$ cat config.mk
export PLATFORM = sky130hd
export DESIGN_NAME = matrix_feeder
export DESIGN_NICKNAME = d
export VERILOG_FILES = /design/src/rtl/matrix_pkg.sv /design/src/rtl/matrix_feeder.sv
export SDC_FILE = /design/constraint.sdc
export NUM_CORES = 1
export LEC_CHECK = 0
export CORE_ASPECT_RATIO = 0.8
export CORE_UTILIZATION = 34
export DETAILED_ROUTE_END_ITERATION = 7
export PLACE_DENSITY_LB_ADDON = 0.08
export SLEW_MARGIN = 20
export SYNTH_ARGS = -nofsm -noshare
export SYNTH_HDL_FRONTEND = slang
export SYNTH_SLANG_ARGS = --single-unit
export TNS_END_PERCENT = 50
$ cat constraint.sdc
create_clock -name clk -period 2.65 [get_ports clk]
set_clock_uncertainty 0.2 [all_clocks]
set_input_delay 0.3975 -clock clk [delete_from_list [all_inputs] [get_ports clk]]
set_output_delay 0.3975 -clock clk [all_outputs]
set_load 0.02 [all_outputs]
$ cat src/rtl/matrix_pkg.sv
`default_nettype none
// ============================================================================
// Module  : matrix_pkg
// Brief   : Opcodes and FSM state encoding shared by the matrix feeder.
// Revision: 1.0 - initial release
// ============================================================================
package matrix_pkg;

   localparam logic [7:0] OP_MATRIX = 8'h01;
   localparam logic [7:0] OP_HASH   = 8'h02;

   typedef enum logic [1:0] {
      HDR    = 2'd0,
      M_PASS = 2'd1,
      H_PASS = 2'd2,
      DRAIN  = 2'd3
   } state_t;

endpackage
`default_nettype wire

$ cat src/rtl/matrix_feeder.sv
`default_nettype none
// ============================================================================
// Module  : matrix_feeder
// Brief   : Parses framed host stream and forwards payload to M or hashin FIFO.
//           Define MATRIX_FEEDER_STATS_EN to add per-opcode frame counters.
// Revision: 1.0 - initial release
// ============================================================================
module matrix_feeder
   import matrix_pkg::*;
#(
   parameter int DATA_W = 64,
   parameter int LEN_W  = 16
) (
   input  logic              clk,
   input  logic              rst_n,
   input  logic              s_valid,
   output logic              s_ready,
   input  logic [DATA_W-1:0] s_data,
   input  logic              s_last,
   input  logic              m_full,
   output logic              m_we,
   output logic [DATA_W-1:0] m_wdata,
   input  logic              hashin_full,
   output logic              hashin_we,
   output logic [DATA_W-1:0] hashin_wdata,
   output logic              frame_done,
   output logic              err_len,
   output logic              err_op,
   input  logic              err_clr
`ifdef MATRIX_FEEDER_STATS_EN
   ,
   output logic [15:0]       m_frames,
   output logic [15:0]       h_frames
`endif
);

   state_t             r_state;
   state_t             w_state_nxt;
   logic [LEN_W-1:0]   r_cnt;
   logic [LEN_W-1:0]   w_cnt_nxt;
   logic               r_frame_done;
   logic               r_err_len;
   logic               r_err_op;
   logic               w_set_len;
   logic               w_set_op;
   logic               w_done;
   logic               w_full;
   logic               w_acc;

   logic [7:0]         w_op;
   logic [LEN_W-1:0]   w_len;
   logic               w_op_ok;

   assign w_op    = s_data[63:56];
   assign w_len   = s_data[LEN_W-1:0];
   assign w_op_ok = (w_op == OP_MATRIX) || (w_op == OP_HASH);

   always_ff @(posedge clk or negedge rst_n) begin
      if (!rst_n) begin
         r_state      <= HDR;
         r_cnt        <= '0;
         r_frame_done <= 1'b0;
         r_err_len    <= 1'b0;
         r_err_op     <= 1'b0;
      end else begin
         r_state      <= w_state_nxt;
         r_cnt        <= w_cnt_nxt;
         r_frame_done <= w_done;
         // A new error in the same cycle as err_clr keeps the flag set
         if (w_set_len)    r_err_len <= 1'b1;
         else if (err_clr) r_err_len <= 1'b0;
         if (w_set_op)     r_err_op  <= 1'b1;
         else if (err_clr) r_err_op  <= 1'b0;
      end
   end

   always_comb begin
      w_state_nxt  = r_state;
      w_cnt_nxt    = r_cnt;
      s_ready      = 1'b0;
      m_we         = 1'b0;
      hashin_we    = 1'b0;
      m_wdata      = s_data;
      hashin_wdata = s_data;
      w_set_len    = 1'b0;
      w_set_op     = 1'b0;
      w_done       = 1'b0;
      w_full       = (r_state == M_PASS) ? m_full : hashin_full;
      w_acc        = 1'b0;

      case (r_state)
         HDR: begin
            s_ready = 1'b1;
            if (s_valid) begin
               w_cnt_nxt = w_len;
               if (w_op_ok && (w_len != '0) && !s_last) begin
                  w_state_nxt = (w_op == OP_MATRIX) ? M_PASS : H_PASS;
               end else begin
                  w_set_op    = !w_op_ok;
                  w_set_len   = (w_len == '0) || (w_op_ok && s_last);
                  w_state_nxt = s_last ? HDR : DRAIN;
               end
            end
         end
         M_PASS, H_PASS: begin
            s_ready   = !w_full;
            w_acc     = s_valid && !w_full;
            m_we      = w_acc && (r_state == M_PASS);
            hashin_we = w_acc && (r_state == H_PASS);
            if (w_acc) begin
               w_cnt_nxt = r_cnt - LEN_W'(1);
               if (r_cnt == LEN_W'(1)) begin
                  if (s_last) begin
                     w_done      = 1'b1;
                     w_state_nxt = HDR;
                  end else begin
                     w_set_len   = 1'b1;
                     w_state_nxt = DRAIN;
                  end
               end else if (s_last) begin
                  w_set_len   = 1'b1;
                  w_state_nxt = HDR;
               end
            end
         end
         DRAIN: begin
            s_ready = 1'b1;
            if (s_valid && s_last) w_state_nxt = HDR;
         end
         default: w_state_nxt = HDR;
      endcase
   end

   assign frame_done = r_frame_done;
   assign err_len    = r_err_len;
   assign err_op     = r_err_op;

`ifdef MATRIX_FEEDER_STATS_EN
   logic [15:0] r_m_frames;
   logic [15:0] r_h_frames;

   // Frame kind is known from the pass state at the completing beat
   always_ff @(posedge clk or negedge rst_n) begin
      if (!rst_n) begin
         r_m_frames <= '0;
         r_h_frames <= '0;
      end else if (w_done) begin
         if (r_state == M_PASS) r_m_frames <= r_m_frames + 16'd1;
         else                   r_h_frames <= r_h_frames + 16'd1;
      end
   end

   assign m_frames = r_m_frames;
   assign h_frames = r_h_frames;
`endif

endmodule
`default_nettype wire

Word-level counts from Yosys, hierarchy flattened

Cells that the tools add are included.

Memory bits (writable): 0
Memory bits (read-only): 0
Register bits: 21
Latch bits: 0
Word-level logic and storage cells: 70
Output and inout bits: 134
Input bits: 71
Memories: 0

Muxes and demuxes: 32
Bitwise logic cells: 0
Equality and inequality tests: 10
Shift operators: 0
$add $sub $neg: 1
Order comparisons: 0
Divide/modulo/power cells: 0
Reduce and logical (&&, ||, !) cells: 22
$mul: 0

Operators with widths:

| operator                | number |
|---|---|
| $mux W16                | 2 |
| $pmux W16 S2            | 1 |
| $mux W1                 | 18 |
| $eq A16 B1 Y1 const B   | 1 |
| $logic_not A16 Y1       | 1 |
| $mux W2                 | 8 |
| $reduce_bool A16 Y1     | 1 |
| $sub A16 B1 Y16 const B | 1 |
| $eq A8 B1 Y1 const B    | 1 |
| $eq A8 B2 Y1 const B    | 1 |
| $logic_and A1 B1 Y1     | 7 |
| $ne A2 B2 Y1 const B    | 3 |
| $pmux W2 S3             | 1 |
| $reduce_bool A2 Y1      | 3 |
| $eq A2 B2 Y1 const B    | 2 |
| $pmux W1 S2             | 2 |
| $reduce_and A4 Y1       | 1 |
| $reduce_or A2 Y1        | 2 |
| $logic_not A1 Y1        | 3 |
| $ne A3 B3 Y1 const B    | 1 |
| $reduce_and A3 Y1       | 1 |
| $eq A2 B1 Y1 const B    | 1 |
| $logic_not A2 Y1        | 1 |
| $logic_or A1 B1 Y1      | 2 |

Longest topological paths before layout

Gate-level depths: netlist of run 1.

Depth in word-level cells: 8
Depth in mapped cells: 10
Mapped depth without buffers: 9

Worst setup path before layout of run 1

Ideal clock, no wire load.

Path type: reg-to-reg
From: reg r_cnt[4]
To: reg r_state[0]
Period minus slack after synthesis: 2,243 ps
Library setup time: 130 ps
Arrival time: 1,913 ps
Cell stages (with the launch flop): 10
Slack: 407 ps
Buffers on the path: 1
Required time: 2,320 ps
Path through: dfrtp_1 buf_6 nor4_4 and3_2 nand4b_1 ha_1 nand2b_1 o31ai_1 and2_1 a21oi_1

Word-level cells in the longest chain between the ends: 4
Elaborated cells between the ends (all ways): 6
Those cells by class: eq/ne (2); mux (3); reduce/logical (1)

Ends and longest elaborated chain:

| item                   | RTL line             | RTL |
|---|---|---|
| start, declared        | matrix_feeder.sv:39  | `logic [LEN_W-1:0] r_cnt;` |
| start signal, assigned | matrix_feeder.sv:67  | `r_cnt <= w_cnt_nxt;` |
| $eq A16 B1 Y1 *        | matrix_feeder.sv:112 | `if (r_cnt == LEN_W'(1)) begin` |
| $mux W2                | matrix_feeder.sv:112 |  |
| $mux W2                | matrix_feeder.sv:110 | `if (w_acc) begin` |
| $pmux W2 S3            | matrix_feeder.sv:91  | `case (r_state)` |
| end signal, assigned   | matrix_feeder.sv:66  | `r_state <= w_state_nxt;` |
| end, declared          | matrix_feeder.sv:37  | `state_t r_state;` |

Mark *: on every way between the ends. The rest lies on a longest branch, timed or not. The select of a mux whose other input is x is not followed.
A chain may end at the register's enable or synchronous reset.

Worst setup path after layout of run 1

From: reg r_state[1]
To: out s_ready

Word-level cells in the longest chain between the ends: 4
Elaborated cells between the ends (all ways): 9
Those cells by class: eq/ne (3); mux (2); reduce/logical (4)

Ends and longest elaborated chain:

| item             | RTL line                                 | RTL |
|---|---|---|
| $eq A2 B1 Y1     | matrix_feeder.sv:88, matrix_feeder.sv:91 |  |
| $mux W1          | matrix_feeder.sv:88                      | `w_full = (r_state == M_PASS) ? m_full : hashin_full;` |
| $logic_not A1 Y1 | matrix_feeder.sv:106                     | `s_ready = !w_full;` |
| $pmux W1 S2 *    | matrix_feeder.sv:91                      |  |
| end, declared    | matrix_feeder.sv:17                      | `output logic s_ready,` |

Mark *: on every way between the ends. The rest lies on a longest branch, timed or not.

==> results of run 1 <==
## through the flow
| stage | hold slack [ns] | instance area, sq um |
|---|---|---|
| 4_1_cts | 0.294 | 2700 |
| 3_5_place_dp | 0.277 | 2660 |
| 2_1_floorplan | -0.0981 | 2610 |
| 5_1_grt | 0.303 | 2700 |
| 3_3_place_gp | 0.282 | 2660 |
| 6_report | 0.286 | 2700 |
## cell usage in the layout (no fill, tap or decap), drive strengths merged, types with 3 or more instances in the layout
| cell type | n |
|---|---|
| nand3 | 6 |
| xor2 | 5 |
| nand2 | 10 |
| dfrtp | 21 |
| a21oi | 16 |
| o31ai | 4 |
| nor2 | 13 |
| dlygate4sd2 | 3 |
| o41ai | 3 |
| nor3 | 3 |
| mux2i | 5 |
| ha | 11 |
| o21ai | 5 |
| buf | 12 |
| nor4 | 8 |
| a41oi | 3 |
| o22a | 3 |
| clkdlybuf4s50 | 81 |
| a211oi | 7 |
| a31oi | 3 |
| inv | 12 |
| and3 | 12 |
| nor2b | 3 |
| clkbuf | 4 |
## repair_timing
action | in CTS | in global routing
setup endpoints to repair | 3 | 0
endpoints found under the hold margin | 0 | 0
gates resized for setup | 3 | 0
## worst paths after layout
path                            startpoint          to  slack, ns  depth (start not counted)
worst max-delay path            r_state[1]     s_ready       0.20                          5
worst min-delay path                 rst_n   r_cnt[11]       0.29                          2
worst max register to register    r_cnt[9]  r_state[0]       0.22                          8
worst min register to register     err_len     err_len       0.29                          2
max in group asynchronous            rst_n    r_cnt[8]       1.73                          2
min in group clk                   err_len     err_len       0.29                          2
## area by class of cell
type                            count  area share [%]
Clock buffer                        4            1.67
Inverter                           12            1.67
Multi-Input combinational cell    145            37.9
Sequential cell                    21            19.5
Tap cell                          105            4.87
Timing Repair Buffer               96            34.4
## worst max-delay path: stages, from the launching register on
cell and delay, ns:
dfrtp_1 0.43, inv_1 0.12, ha_1 0.22, mux2_2 0.41, nand2_1 0.08, dlygate4sd2_1 0.33
## logic make-up (layout without fill, tap and decap cells)
family          after synthesis  after routing
mux                           6              6
fa+ha+maj                    11             11
buf+inv                     150            112
compound gates               53             53
flops                        21             21
simple gates                 70             70
xor+xnor                      5              5
## layer usage
layer	track usage, %	up-vias	wire [um]
li1	-	890	-
met1	21.1	860	3060
met2	21.2	65	2470
met3	3.57	14	374
met4	3.38	0	55
met5	0	-	0
## sequential cells by signal, summed over array words and instances (netlist names)
register,cells
err_len,1
err_op,1
r_state,2
frame_done,1
r_cnt,16
## power breakdown
| group | total, W | switching (W) | internal (W) |
|---|---|---|---|
| clock | 0.000220 | 0.000113 | 0.000107 |
| combinational | 0.00140 | 0.000775 | 0.000622 |
| sequential | 0.000680 | 0.000203 | 0.000477 |
==> flow_summary.toml, run 1 <==
[routing]
ant_nets = 0
drt_wl_total_um = 5950
wl_per_cell_um = 15.5
drc = 0
vias_per_cell = 4.78
vias = 1829
first_iter_violations = 64
firstDrtPassIters = 4

[global_routing]
grt_usage_pct = 14.5
grt_pass1_vias = 1656
grt_max_degree = 24
antenna_found_initial = 0
grt_pass1_wl_um = 8960
globalRouteOverflowTotal = 0

[synthesis]
synth_cells = 316
synthAdderAreaFrac_pct = 5.28
async_flop_share_pct = 100
netlist.area_leader.share_pct = 36.9
synth_top_family_by_area = "buffers and inverters"
synth_ff_type = "dfrtp_1"
synth_cell_types = 51
synth_compound_area_share_pct = 13.8
synth_area_leaders = "buf_4, dfrtp_1, ha_1"
synth_seq_cells = 21
synth-simple-area-share_pct = 15.9
syn_avg_cell_area_sq_um = 8.25
synth-warning-count = 0
yosys-mux-area-fraction_pct = 2.50
synth-xor-area-share_pct = 1.68
yosys-top-cells-count = "buf_4, dfrtp_1, a21oi_1"
seq_area_frac_synth_pct = 20.2
synth_area_sq_mm = 0.00261
yosysMostFrequentCell = "buf_4"
synth_edf_count = 0
syn-num-nets = 398
yosysTopAreaCell = "buf_4"

[sta]
fin_crit_ns = 2.45
hold_viol = 0
slew_viol_final = 0
setup_viol = 0
slew_headroom_pct = 67.0
rsz0062_at_grt = "no"
worstMarginPinSlew_ns = 0.495
fmax_mhz = 407
period_share_pct = 92.6
setup_ws_ns = 0.196
setup_tns_ns = 0

[placed_design]
dp_cells = 379
portBuffers = 84
gp_congestion = 0.721
dpl_worst_slack_ns = 0.170
dp_hpwl_um = 4700

[floorplan]
ioPinCount = 205
dieArea_sq_mm = 0.00803
fp-row-count = 28
core_sq_mm = 0.00743
dieWidth_um = 99.9
initial_core_util_pct = 35.1
die_h_um = 80.3

[layout]
multi_input_area_sq_mm = 0.00102
nets = 361
seq_area_sq_um = 526
diodes = 0
area_growth_pct = 3.41
final_cells = 383
final_core_util_pct = 36.3
nFillCells = 797
drive_gt1_share_pct = 7.91

[cts]
clk_pin_slew_ns = 0.08
insertion_delay_ns = 0.26
holdBufCountCts = 0
cts_sinks = 21
clk_path_buf_depth = 2
post_cts_buffers = 0
root_buffer = "clkbuf_8"
htreeDepth = 1
cts_tree = "done"
cts_made_buffers = 3

[worst_setup_path]
cp.arrival_ns = 1.86
cp_data_required_time_ns = 2.05
worstSetupEndpointType = "output pin"
path_max_fanout = 7
start_kind = "register"
crit_type = "register to output pin"

[power_and_ir_drop]
power_w = 0.00230
leakagePower_nw = 1.09
ir_worst_vdd_mv = 0.377
p_per_area_mw_per_mm2 = 852

[status]
status = "complete, no violations"

[min_path]
hp-class = "input pin to asynchronous set/reset pin"

[job]
maxCapViolations = 0
Note: power is estimated with default switching activity, not from simulation.
==> run 2: changes to the inputs <==
--- a/config.mk
+++ b/config.mk
@@ -6,10 +6,9 @@
 export NUM_CORES = 1
 export LEC_CHECK = 0
 export CORE_ASPECT_RATIO = 0.8
-export CORE_UTILIZATION = 34
+export CORE_UTILIZATION = 37
 export DETAILED_ROUTE_END_ITERATION = 7
 export PLACE_DENSITY_LB_ADDON = 0.08
-export SLEW_MARGIN = 20
 export SYNTH_ARGS = -nofsm -noshare
 export SYNTH_HDL_FRONTEND = slang
 export SYNTH_SLANG_ARGS = --single-unit
==> constraint.sdc (replaced) <==
create_clock -name clk -period 3.1 [get_ports clk]
set_clock_uncertainty 0.2 [all_clocks]
set_input_delay 0.465 -clock clk [delete_from_list [all_inputs] [get_ports clk]]
set_output_delay 0.465 -clock clk [all_outputs]
set_load 0.02 [all_outputs]
==> run 2 against run 1 <==
Total power is 18% lower. Sequential power is 13% lower. Count of clock-buffer cells in the layout stayed put. Sequential share of layout area is 0.44 points higher. Combinational power is 21% lower. Non-clock buffer count is 5 lower. Flip-flop and latch count stayed put. Global-route usage is 1.4 points higher. Wire length is 6.0% lower. Utilization is 3.6 points higher. First-iteration DRC count is 3.1% lower. Critical path type unchanged. Largest cell class unchanged. Highest routed layer unchanged.
==> flow_summary.toml, run 2 (synthesis gave the netlist of run 1 again) <==
[status]
status = "complete, no violations"

[worst_setup_path]
crit_type = "register to output pin"
ff2ff_setup_slack_ns = 0.62
rr_worst_depth = 8
cp_data_required_time_ns = 2.43
cp.arrival_ns = 2.15
start_kind = "register"
path_max_fanout = 7
r2r-start = "r_cnt[8]"
worstSetupEndpointType = "output pin"
r2r_end = "r_state[1]"

[sta]
setup_viol = 0
fmax_mhz = 355
period_share_pct = 90.9
worstMarginPinSlew_ns = 0.507
fin_crit_ns = 2.82
slew_viol_final = 0
setup_tns_ns = 0
slew_headroom_pct = 66.1
rsz0062_at_grt = "no"
hold_viol = 0
setup_ws_ns = 0.281

[routing]
vias = 1806
vias_per_cell = 5.06
drc = 0
first_iter_violations = 62
drt_wl_total_um = 5590
firstDrtPassIters = 4
ant_nets = 0
wl_per_cell_um = 15.7

[cts]
cts_sinks = 21
ctsResizeCount = 0
insertion_delay_ns = 0.26
holdBufCountCts = 0
cts_tree = "done"
clk_path_buf_depth = 2
clk_pin_slew_ns = 0.08
root_buffer = "clkbuf_8"
post_cts_buffers = 0
cts_made_buffers = 3
htreeDepth = 1

[power_and_ir_drop]
ir_worst_vdd_mv = 0.264
p_per_area_mw_per_mm2 = 718
leakagePower_nw = 1.05

[layout]
largest_reg_flops = 16
reg_top3 = "r_cnt (16), r_state (2)"
multi_input_area_sq_mm = 0.00102
diodes = 0
drive_gt1_share_pct = 6.23
layout_commonest_cell = "clkdlybuf4s50_1"
top_register = "r_cnt"
final_cell_mix = "clkdlybuf4s50_1, dfrtp_1, a21oi_1, nor2_1, inv_1"
nFillCells = 673
nets = 356
seq_area_sq_um = 526
area_growth_pct = 1.10

[placed_design]
gp_congestion = 0.744
portBuffers = 84
dpl_worst_slack_ns = 0.409
dp_hpwl_um = 4390

[global_routing]
grt_pass1_wl_um = 9140
grt_max_degree = 39
grt_usage_pct = 15.9
antenna_found_initial = 0
grt_pass1_vias = 1732
globalRouteOverflowTotal = 0

[min_path]
hp-class = "register to register"
min_to = "err_len"
worstHoldStart = "err_len"
holdPathStages = 2

[floorplan]
ioPinCount = 205
initial_core_util_pct = 39.5
fp-row-count = 26
dieArea_sq_mm = 0.00739
core_sq_mm = 0.00660
die_h_um = 77.1
dieWidth_um = 95.9

[job]
maxCapViolations = 0
## run 2: how the worst max path moves through the flow
stage,from,endpoint,slack [ns],depth (start not counted)
floorplan,r_cnt[4],r_state[0],0.86,9
global placement,s_valid,hashin_we,0.45,4
detailed placement,s_valid,hashin_we,0.41,4
CTS,r_state[1],s_ready,0.27,5
global route,r_state[0],m_we,0.17,5
finish,r_state[1],s_ready,0.28,5
## run 2: layout make-up
cell class	count	share of cell area, %
timing repair buffer	91	33.9
multi-input combinational	145	38.8
sequential	21	19.9
inverter	12	1.71
clock buffer	4	1.71
tap	84	3.99
## run 2: per-stage QoR
step                      cell area, sq um  total power, W  utilization, %  cells  hold slack [ns]
after floorplan                       2610         0.00155               -    316          -0.0306
after global placement                2590         0.00171            39.2    353            0.275
after detailed placement              2590         0.00171            39.2    353            0.280
after CTS                             2640         0.00191            39.9    357            0.299
after global routing                  2640         0.00209            39.9    357            0.330
final                                 2640         0.00189            39.9    357            0.298
## run 2: worst max-delay path, stage by stage (launching register included)
cell             delay, ns
dfrtp_1               0.44
inv_1                 0.12
ha_1                  0.23
mux2_2                0.42
nand2_1               0.08
clkdlybuf4s50_1       0.60
## run 2: routing by layer
layer / vias up / global-route usage, % / wire (um)
met5: - / 0 / 0
met1: 843 / 24.4 / 2790
met3: 16 / 3.57 / 391
met2: 63 / 22.1 / 2350
met4: 0 / 3.58 / 62
li1: 884 / - / -
## run 2: power by group
| part | switching (W) | internal (W) | leakage, nW |
|---|---|---|---|
| logic | 0.000616 | 0.000494 | 0.786 |
| registers | 0.000186 | 0.000407 | 0.243 |
| clock network | 0.0000974 | 0.0000918 | 0.0228 |
| total | 0.000900 | 0.000993 | 1.05 |
